<file path="config.mk">
export PLATFORM = sky130hd
export DESIGN_NAME = imem_load_ctrl
export DESIGN_NICKNAME = d
export VERILOG_FILES = /design/src/rtl/imem_load_ctrl.sv
export SDC_FILE = /design/constraint.sdc
export NUM_CORES = 1
export LEC_CHECK = 0
export ABC_CLOCK_PERIOD_IN_PS = 1800
export CAP_MARGIN = 20
export CORE_ASPECT_RATIO = 0.7
export CORE_MARGIN = 2
export CORE_UTILIZATION = 29
export CTS_CLUSTER_SIZE = 10
export DETAILED_ROUTE_END_ITERATION = 16
export GPL_ROUTABILITY_DRIVEN = 0
export GPL_TIMING_DRIVEN = 0
export HOLD_SLACK_MARGIN = 0.12
export PLACE_DENSITY = 0.6
export SLEW_MARGIN = 20
export SYNTH_ARGS = -nofsm -noshare
export SYNTH_HDL_FRONTEND = slang
export SYNTH_SLANG_ARGS = --single-unit
</file>
<file path="constraint.sdc">
create_clock -name clk -period 1.8 [get_ports clk]
set_clock_uncertainty 0.1 [all_clocks]
set_input_delay 0.27 -clock clk [delete_from_list [all_inputs] [get_ports clk]]
set_output_delay 0.27 -clock clk [all_outputs]
set_load 0.01 [all_outputs]
</file>
<file path="src/rtl/imem_load_ctrl.sv">
// AXI4-Lite write-only loader for instruction memory: fills the 256-word
// program window and owns the core hold / fetch-flush controls.
module imem_load_ctrl #(
  parameter logic [31:0] BASE_ADDR     = 32'h0000_0000,
  parameter bit          HOLD_ON_RESET = 1'b1
) (
  input  logic        clk,
  input  logic        rst_n,
  input  logic [31:0] s_awaddr,
  input  logic        s_awvalid,
  output logic        s_awready,
  input  logic [31:0] s_wdata,
  input  logic [3:0]  s_wstrb,
  input  logic        s_wvalid,
  output logic        s_wready,
  output logic [1:0]  s_bresp,
  output logic        s_bvalid,
  input  logic        s_bready,
  input  logic        fetch_req,
  output logic        imem_read_en,
  output logic        imem_write_en,
  output logic [7:0]  imem_write_addr,
  output logic [31:0] imem_write_data,
  output logic        imem_flush,
  output logic        cpu_hold
);

  typedef enum logic [1:0] {IDLE, WRITE, RESP} state_e;

  localparam logic [1:0] RESP_OKAY   = 2'b00;
  localparam logic [1:0] RESP_SLVERR = 2'b10;

  state_e      state_q, state_d;
  logic        rdy_q;
  logic        aw_held_q, aw_held_d;
  logic        w_held_q, w_held_d;
  logic [31:0] off_q, off_d;
  logic [31:0] wdata_q, wdata_d;
  logic [3:0]  strb_q, strb_d;
  logic [1:0]  bresp_q, bresp_d;
  logic        hold_q, hold_d;
  logic        flush_q, flush_d;

  logic aw_hs, w_hs;
  logic aligned, is_word, is_ctrl, word_ok;

  // Latched address is stored as an offset so the reset value gives write address 0.
  assign aligned = (off_q[1:0] == 2'b00);
  assign is_word = (off_q[31:10] == '0);
  assign is_ctrl = (off_q == 32'h0000_0400);
  assign word_ok = is_word && aligned && (strb_q == 4'hF);

  assign aw_hs = s_awvalid && s_awready;
  assign w_hs  = s_wvalid && s_wready;

  always_ff @(posedge clk or negedge rst_n) begin
    if (!rst_n) begin
      state_q   <= IDLE;
      rdy_q     <= 1'b0;
      aw_held_q <= 1'b0;
      w_held_q  <= 1'b0;
      off_q     <= '0;
      wdata_q   <= '0;
      strb_q    <= '0;
      bresp_q   <= RESP_OKAY;
      hold_q    <= HOLD_ON_RESET;
      flush_q   <= 1'b0;
    end else begin
      state_q   <= state_d;
      rdy_q     <= 1'b1;
      aw_held_q <= aw_held_d;
      w_held_q  <= w_held_d;
      off_q     <= off_d;
      wdata_q   <= wdata_d;
      strb_q    <= strb_d;
      bresp_q   <= bresp_d;
      hold_q    <= hold_d;
      flush_q   <= flush_d;
    end
  end

  always_comb begin
    state_d   = state_q;
    aw_held_d = aw_held_q;
    w_held_d  = w_held_q;
    off_d     = off_q;
    wdata_d   = wdata_q;
    strb_d    = strb_q;
    bresp_d   = bresp_q;
    hold_d    = hold_q;
    flush_d   = 1'b0;
    case (state_q)
      IDLE: begin
        if (aw_hs) begin
          aw_held_d = 1'b1;
          off_d     = s_awaddr - BASE_ADDR;
        end
        if (w_hs) begin
          w_held_d = 1'b1;
          wdata_d  = s_wdata;
          strb_d   = s_wstrb;
        end
        if (aw_held_d && w_held_d) state_d = WRITE;
      end
      WRITE: begin
        state_d = RESP;
        if (word_ok) begin
          hold_d  = 1'b1;
          bresp_d = RESP_OKAY;
        end else if (is_ctrl) begin
          bresp_d = RESP_OKAY;
          if (wdata_q[0]) begin
            hold_d = 1'b1;
          end else if (hold_q) begin
            hold_d  = 1'b0;
            flush_d = 1'b1;
          end
        end else begin
          bresp_d = RESP_SLVERR;
        end
      end
      RESP: begin
        if (s_bready) begin
          state_d   = IDLE;
          aw_held_d = 1'b0;
          w_held_d  = 1'b0;
        end
      end
      default: state_d = IDLE;
    endcase
  end

  always_comb begin
    s_awready       = rdy_q && (state_q == IDLE) && !aw_held_q;
    s_wready        = rdy_q && (state_q == IDLE) && !w_held_q;
    s_bvalid        = (state_q == RESP);
    s_bresp         = bresp_q;
    imem_write_en   = (state_q == WRITE) && word_ok;
    imem_write_addr = off_q[9:2];
    imem_write_data = wdata_q;
    imem_flush      = flush_q;
    cpu_hold        = hold_q;
    imem_read_en    = fetch_req && !hold_q;
  end

endmodule
</file>
======== Yosys cells after proc, flatten, opt, wreduce, memory -nomap -nowiden ========
Index checks and enable logic that the tools add are counted.
cells by class
  eq/ne operators ......................... 6
  reduce and logical (&&, ||, !) cells .... 23
  mux-type cells .......................... 20
operator list
  kind                  number
  $eq 32x11->1 const B  1
  $logic_not 22->1      1
  $mux 1                13
  $logic_and 1x1->1     10
  $reduce_and 2->1      5
  $mux 2                4
  $pmux 2 s3            1
  $eq 4x4->1 const B    1
  $logic_not 2->1       2
  $pmux 1 s2            2
  $reduce_bool 2->1     2
  $logic_not 1->1       3
  $eq 2x1->1 const B    1
  $eq 2x2->1 const B    1
  $ne 2x1->1 const B    1
  $ne 2x2->1 const B    1
storage, ports and cells
  bits of input ports ..................... 74
  register bits ........................... 77
  output and inout port bits .............. 49
  word-level logic and storage cells ...... 59

======== Longest topological paths before layout ========
Gate-level depths: netlist of the first run.
  depth in word-level cells ............... 9
  depth in mapped cells ................... 4
  mapped depth without buffers ............ 4

======== Worst setup path after synthesis of the first run ========
Ideal clock, no wire load.
  path kind ............................... register to register
  start ................................... register state_q[1]
  end ..................................... register wdata_q[0] (netlist: imem_write_data[0])
  setup slack ............................. 54 ps
  arrival time ............................ 1521 ps
  data required time ...................... 1575 ps
  stages on the path, launching flop included .. 5
  period minus slack after synthesis ...... 1746 ps
  path buffers ............................ 1
  library setup time ...................... 125 ps
  path through ............................ dfrtp_1 nor4b_4 nand2_4 buf_6 mux2_4
between the ends
  longest elaborated chain between the ends .. 5
ends and longest elaborated chain
  element                            RTL line  text
  start, declared                    33        state_e state_q, state_d;
  start signal, assigned             69        state_q <= state_d;
  $logic_not 2->1                    135       s_wready = rdy_q && (state_q == IDLE) && !w_held_q;
  $logic_and 1x1->1 (2 in a row)     135
  net s_wready                       15        output logic s_wready,
  $logic_and 1x1->1                  54        assign w_hs = s_wvalid && s_wready;
  $reduce_and 2->1 (no source line)  --
  end signal, assigned               74        wdata_q <= wdata_d;
  end, declared                      38        logic [31:0] wdata_q, wdata_d;
The timed path passes the listed nets, and every way through them passes these cells.
A chain may end at the register's enable or synchronous reset.

======== Worst setup path after layout of the first run ========
  start ................................... register off_q[21]
  end ..................................... output imem_write_en
between the ends
  longest elaborated chain between the ends .. 4
ends and longest elaborated chain
  element                         RTL line  text
  start, declared                 37        logic [31:0] off_q, off_d;
  start signal, assigned          62        off_q <= '0;
  start signal, assigned          73        off_q <= off_d;
  $logic_not 22->1                49        assign is_word = (off_q[31:10] == '0);
  $logic_and 1x1->1 (2 in a row)  51        assign word_ok = is_word && aligned && (strb_q == 4'hF);
  $logic_and 1x1->1               138       imem_write_en = (state_q == WRITE) && word_ok;
  end, declared                   21        output logic imem_write_en,
No other way between the ends.

==> impl_metrics.yaml, run 1 <==
cells_and_area:
  multi_input_area_um2: 1266
  drive_gt1_frac: 0.3719
  regArea_um2: 1906
  layout.cells.most_common: "clkdlybuf4s50_1"
  fillCellCount: 960
  final_cell_mix: "114 x clkdlybuf4s50_1, 73 x dfrtp_1, 38 x mux2_2"
  fin_nets: 432
  num_antenna_cells: 0
  final_area_um2: 5278
  areaGrowthSynthToFinish_pct: 63.55
setup_path:
  critPathCaptureType: "output pin"
  crit_fanout: 2
  reg2reg_setup_slack_ns: -0.06
  crit_start: "off_q[21]"
  required_ns: 1.43
  start_kind: "register"
  cp.arrival_ns: 1.59
  crit_type: "reg2out"
  timing.rr.end: "imem_write_data[5]"
  r2r_start: "state_q[1]"
  reg2regPathDepth: 6
  endpoint: "imem_write_en"
cts:
  cts_tree: "built"
  root_buffer: "clkbuf_16"
  cts-buffers-inserted: 9
  cts_sinks: 76
  h-tree-depth: 3
  clk_latency_ns: 0.33
  clockBufferDepth: 2
  clk_pin_slew_ns: 0.06
sta:
  fin_crit_ns: 1.964
  slew_viol_final: 0
  fin_crit_sh: 1.091
  fmax_mhz: 509.1
  finalSetupViolCount: 50
  rsz0062_at_grt: "yes"
  hold_viol_final: 0
  fin_ws_ns: -0.1641
  hold_ws_ns: 0.3350
place:
  pre_cts_ws_ns: -0.5736
  hpwl_mm: 5.351
  port_buffers: 121
  placed_area_um2: 4647
pwr:
  peakVddDrop_v: 0.0007376
  p_leak_nw: 2.308
  p_per_area_nw_per_um2: 1585
global_route:
  grt-ovfl-total: 0
  grtUsageTotal: 0.1295
  antenna_found_initial: 0
  grt_pass1_vias: 2300
  grt_pass1_wl_mm: 11.65
  grt_max_degree: 42
die:
  rows: 32
  io_pins: 123
  coreArea_um2: 10930
  die_h_um: 92.26
  die_w_um: 130.1
  floorplan.die_area_um2: 12000
  start_util: 0.2952
synth:
  yosys_warnings: 0
  ys_top_cells_by_area: "dfrtp_1 58%, mux2_4 14%, mux2_2 13%, buf_4 2.1%, buf_6 2.1%"
  syn_avg_cell_area_um2: 15.59
  ys_seq_elements: 76
  synth_area_um2: 3227
  ys_seq_area_frac: 0.5898
  synth_area_leader_cell: "dfrtp_1"
  netlist.area_leader.share: 0.5816
  syn-num-nets: 281
  netlist_instances: 207
  synthDistinctLibCells: 28
drt:
  vias: 2192
  avgRoutedWirePerCell_um: 14.79
  drc: 0
  viasPerCell: 4.248
  drt_iter0_drc: 54
  drt-pass1-iter-count: 4
  ant_nets: 0
  drt_wl_total_mm: 7.630
outcome:
  status: "finished, violations left"
  failed_checks: "negative setup slack"
hold_path:
  worst_hold_path_type: "in2async"
flow_run:
  maxCapViolations: 0
-- layout make-up --
cell class | count | share of cell area
Tap cell | 153 | 0.03627
Clock inverter | 6 | 0.007587
Timing Repair Buffer | 140 | 0.2738
Buffer | 15 | 0.03461
Clock buffer | 10 | 0.04528
Sequential cell | 76 | 0.3611
Multi-Input combinational cell | 114 | 0.2399
Inverter | 2 | 0.001422
-- worst max-delay path: stages (launching register included) --
cell and delay [ns]:
dfrtp_1 0.40, nor4_4 0.34, nand4_1 0.19, nor3_2 0.15, buf_2 0.17
-- registers in the layout (all words and copies together) (netlist names), 2 cells and up --
signal	flops
imem_write_data	32
off_q	32
state_q	2
strb_q	4
-- repair_timing --
action / 4_1_cts / 5_1_grt
endpoints found under the hold margin: 34 / 0
pin swaps: 6 / 5
gates resized for setup: 24 / 20
setup endpoints to repair: 38 / 63
hold buffers: 1 / 0
gates cloned: 0 / 4
buffers inserted: 8 / 5
-- kinds of logic (layout without fill, tap and decap cells) --
kind of cell,count (synthesis),count (layout),share of synthesized area
compound gates,9,9,0.01551
buf+inv,17,173,0.04420
simple gates,35,35,0.07600
other cells,2,2,0.002327
mux,68,68,0.2722
flops,76,76,0.5898
-- worst min-delay path by stage --
stage	start	to	slack, ns	depth (start not counted)
CTS	rst_n	off_q[23]	0.34	2
finish	rst_n	off_q[23]	0.33	2
global placement	imem_write_data[26]	imem_write_data[26]	0.39	1
global route	rst_n	off_q[23]	0.37	2
detailed placement	rst_n	off_q[23]	0.17	1
floorplan	rst_n	aw_held_q	-0.13	0
-- metal layers --
metal / track usage / vias to the layer above / wire length, µm
met4: 0.04570 / 0 / 106
met3: 0.06884 / 9 / 810
met5: 0 / - / 0
met1: 0.1723 / 1057 / 3619
met2: 0.1776 / 96 / 3094
li1: - / 1030 / -
-- synthesized netlist by cell type --
| cell type | count |
|---|---|
| dfrtp_1 | 75 |
| mux2_2 | 38 |
| mux2_4 | 30 |
| buf_4 | 9 |
| nor4_1 | 8 |
| a21oi_1 | 6 |
| buf_6 | 6 |
| nand2_1 | 3 |
| nand2b_1 | 3 |
| nand4_1 | 3 |
| nor2_1 | 3 |
| nor3_1 | 3 |
| conb_1 | 2 |
| inv_1 | 2 |
| nor2b_1 | 2 |
| nor4b_4 | 2 |
| a311oi_1 | 1 |
| and2b_1 | 1 |
| and3_1 | 1 |
| and4_1 | 1 |
| dfstp_2 | 1 |
| nand2_2 | 1 |
| nand2_4 | 1 |
| nand3_1 | 1 |
| nor4b_1 | 1 |
| o21ai_0 | 1 |
| o22ai_1 | 1 |
| or2_2 | 1 |
-- where the power goes --
part	leakage (nW)	switching, mW	internal (mW)
logic	1.28	1.14	2.41
clock network	0.127	0.709	0.965
registers	0.900	0.595	2.55
total	2.31	2.44	5.92
-- stage by stage --
step	setup TNS (ns)	std cells	total power, mW	util
floorplan	0	207	4.777	-
global placement	-181.63	481	6.215	0.4235
detailed placement	-2.315	482	6.286	0.4251
CTS	-0.2423	507	8.237	0.4621
global route	-7.051	516	8.870	0.4828
finish	-1.419	516	8.362	0.4828
Note: power is estimated with default switching activity, not from simulation.
==> run 2, diff against run 1 <==
--- a/config.mk
+++ b/config.mk
@@ -7,7 +7,6 @@
 export LEC_CHECK = 0
 export ABC_CLOCK_PERIOD_IN_PS = 1800
 export CAP_MARGIN = 20
-export CORE_ASPECT_RATIO = 0.7
 export CORE_MARGIN = 2
 export CORE_UTILIZATION = 29
 export CTS_CLUSTER_SIZE = 10
==> impl_metrics.yaml, run 2 (synthesis results as in run 1) <==
outcome:
  failed_checks: "negative setup slack"
  status: "finished, violations left"
die:
  io_pins: 123
  start_util: 0.2977
  floorplan.die_area_um2: 11990
  rows: 38
  die_h_um: 109.5
  coreArea_um2: 10840
  die_w_um: 109.5
global_route:
  grt-ovfl-total: 0
  grt_max_degree: 41
  grtUsageTotal: 0.1346
  antenna_found_initial: 0
  grt_pass1_vias: 2411
  grt_pass1_wl_mm: 11.99
setup_path:
  start_kind: "register"
  crit_fanout: 2
  cp_top_family: "simple AND/OR/NAND/NOR gates"
  crit_type: "reg2out"
  crit_buf_inv: 1
  r2r_start: "state_q[0]"
  cp.arrival_ns: 1.59
  reg2reg_setup_slack_ns: -0.09
  required_ns: 1.43
  critPathMaxStageDelay_ns: 0.42
  critPathCaptureType: "output pin"
  critPathSlowestCell: "dfrtp_1"
  timing.rr.end: "strb_q[3]"
  crit_path_cell_trace: "nor4_4, nand4_1, nor3_2, buf_2"
  reg2regPathDepth: 7
drt:
  ant_nets: 0
  drt-pass1-iter-count: 4
  drc: 0
  avgRoutedWirePerCell_um: 15.47
  vias: 2204
  viasPerCell: 4.364
  drt_wl_total_mm: 7.812
  drt_iter0_drc: 74
sta:
  hold_ws_ns: 0.3319
  fin_crit_ns: 1.964
  finalSetupTns_ns: -1.719
  fmax_mhz: 509.0
  hold_viol_final: 0
  slew_viol_final: 0
  finalSetupViolCount: 22
  fin_ws_ns: -0.1645
  fin_crit_sh: 1.091
  rsz0062_at_grt: "yes"
pwr:
  seqPwrFrac: 0.397
  switching_share: 0.3017
  p_leak_nw: 2.306
  peakVddDrop_v: 0.0007111
  clockPowerShare: 0.148
  switchingPower_mw: 2.398
  p_per_area_nw_per_um2: 1521
  total_power_mw: 7.946
  internal_power_mw: 5.548
  pwr-share-comb: 0.455
cts:
  cts_sinks: 76
  clk_latency_ns: 0.35
  root_buffer: "clkbuf_8"
  h-tree-depth: 3
  clk_pin_slew_ns: 0.08
  cts-buffers-inserted: 9
  clockBufferDepth: 2
  cts_tree: "built"
cells_and_area:
  areaGrowthSynthToFinish_pct: 61.88
  final_area_um2: 5224
  layout.cells.non_filler: 505
  fillCellCount: 1019
  final_cell_mix: "113 x clkdlybuf4s50_1, 73 x dfrtp_1, 36 x mux2_2"
  fin_nets: 434
  drive_gt1_frac: 0.3753
  final_core_util: 0.4819
  num_antenna_cells: 0
  layout.cells.most_common: "clkdlybuf4s50_1"
place:
  pre_cts_ws_ns: -0.5089
  placed_area_um2: 4631
  placed_cells: 469
  port_buffers: 121
  hpwl_mm: 5.328
flow_run:
  maxCapViolations: 0
hold_path:
  worst_hold_path_type: "in2async"
==> run 2: power by group through the flow <==
stage	registers (mW)	logic (mW)	clock network, mW
2_1_floorplan	3.16	1.62	0
3_3_place_gp	3.06	3.15	0
3_5_place_dp	3.08	3.21	0
4_1_cts	3.10	3.54	1.22
5_1_grt	3.27	3.87	1.30
6_report	3.15	3.62	1.17
==> run 2: what timing repair did <==
action	4_1_cts	5_1_grt
setup endpoints to repair	38	72
endpoints found under the hold margin	36	0
pin swaps	5	6
hold buffers	1	0
setup buffers	11	4
cloned	3	3
gates resized for setup	36	18
==> run 2: worst max-delay path by stage <==
stage	start	end	slack [ns]	cells after the start
floorplan	state_q[1]	imem_write_data[0]	0.05	4
finish	off_q[11]	imem_write_en	-0.16	4
global placement	rst_n	state_q[0]	-2.41	1
CTS	off_q[22]	imem_write_en	-0.23	4
global route	off_q[0]	imem_write_en	-0.28	4
detailed placement	off_q[21]	imem_write_en	-0.51	4
==> run 2: final cells by class <==
type / instances / area (µm²) / area share
sequential: 76 / 1906 / 0.3648
inverter: 2 / 7.507 / 0.001437
clock inverter: 4 / 26.28 / 0.005030
buffer: 15 / 177.7 / 0.03401
multi-input combinational: 114 / 1284 / 0.2457
tap: 140 / 175.2 / 0.03353
timing repair buffer: 142 / 1503 / 0.2877
clock buffer: 12 / 145.1 / 0.02778
==> run 2: metal layers <==
layer,up-vias,wire [µm],global-route usage
li1,1034,-,-
met1,1080,3325,0.1630
met2,78,3694,0.2138
met3,12,647,0.04683
met4,0,145,0.06510
met5,-,0,0
==> run 3, diff against run 2 <==
--- a/config.mk
+++ b/config.mk
@@ -9,6 +9,7 @@
 export CAP_MARGIN = 20
 export CORE_MARGIN = 2
 export CORE_UTILIZATION = 29
+export CTS_CLUSTER_DIAMETER = 50
 export CTS_CLUSTER_SIZE = 10
 export DETAILED_ROUTE_END_ITERATION = 16
 export GPL_ROUTABILITY_DRIVEN = 0
==> results of run 3 <==
Final layout, timing and power as in run 2 (identical DEF).
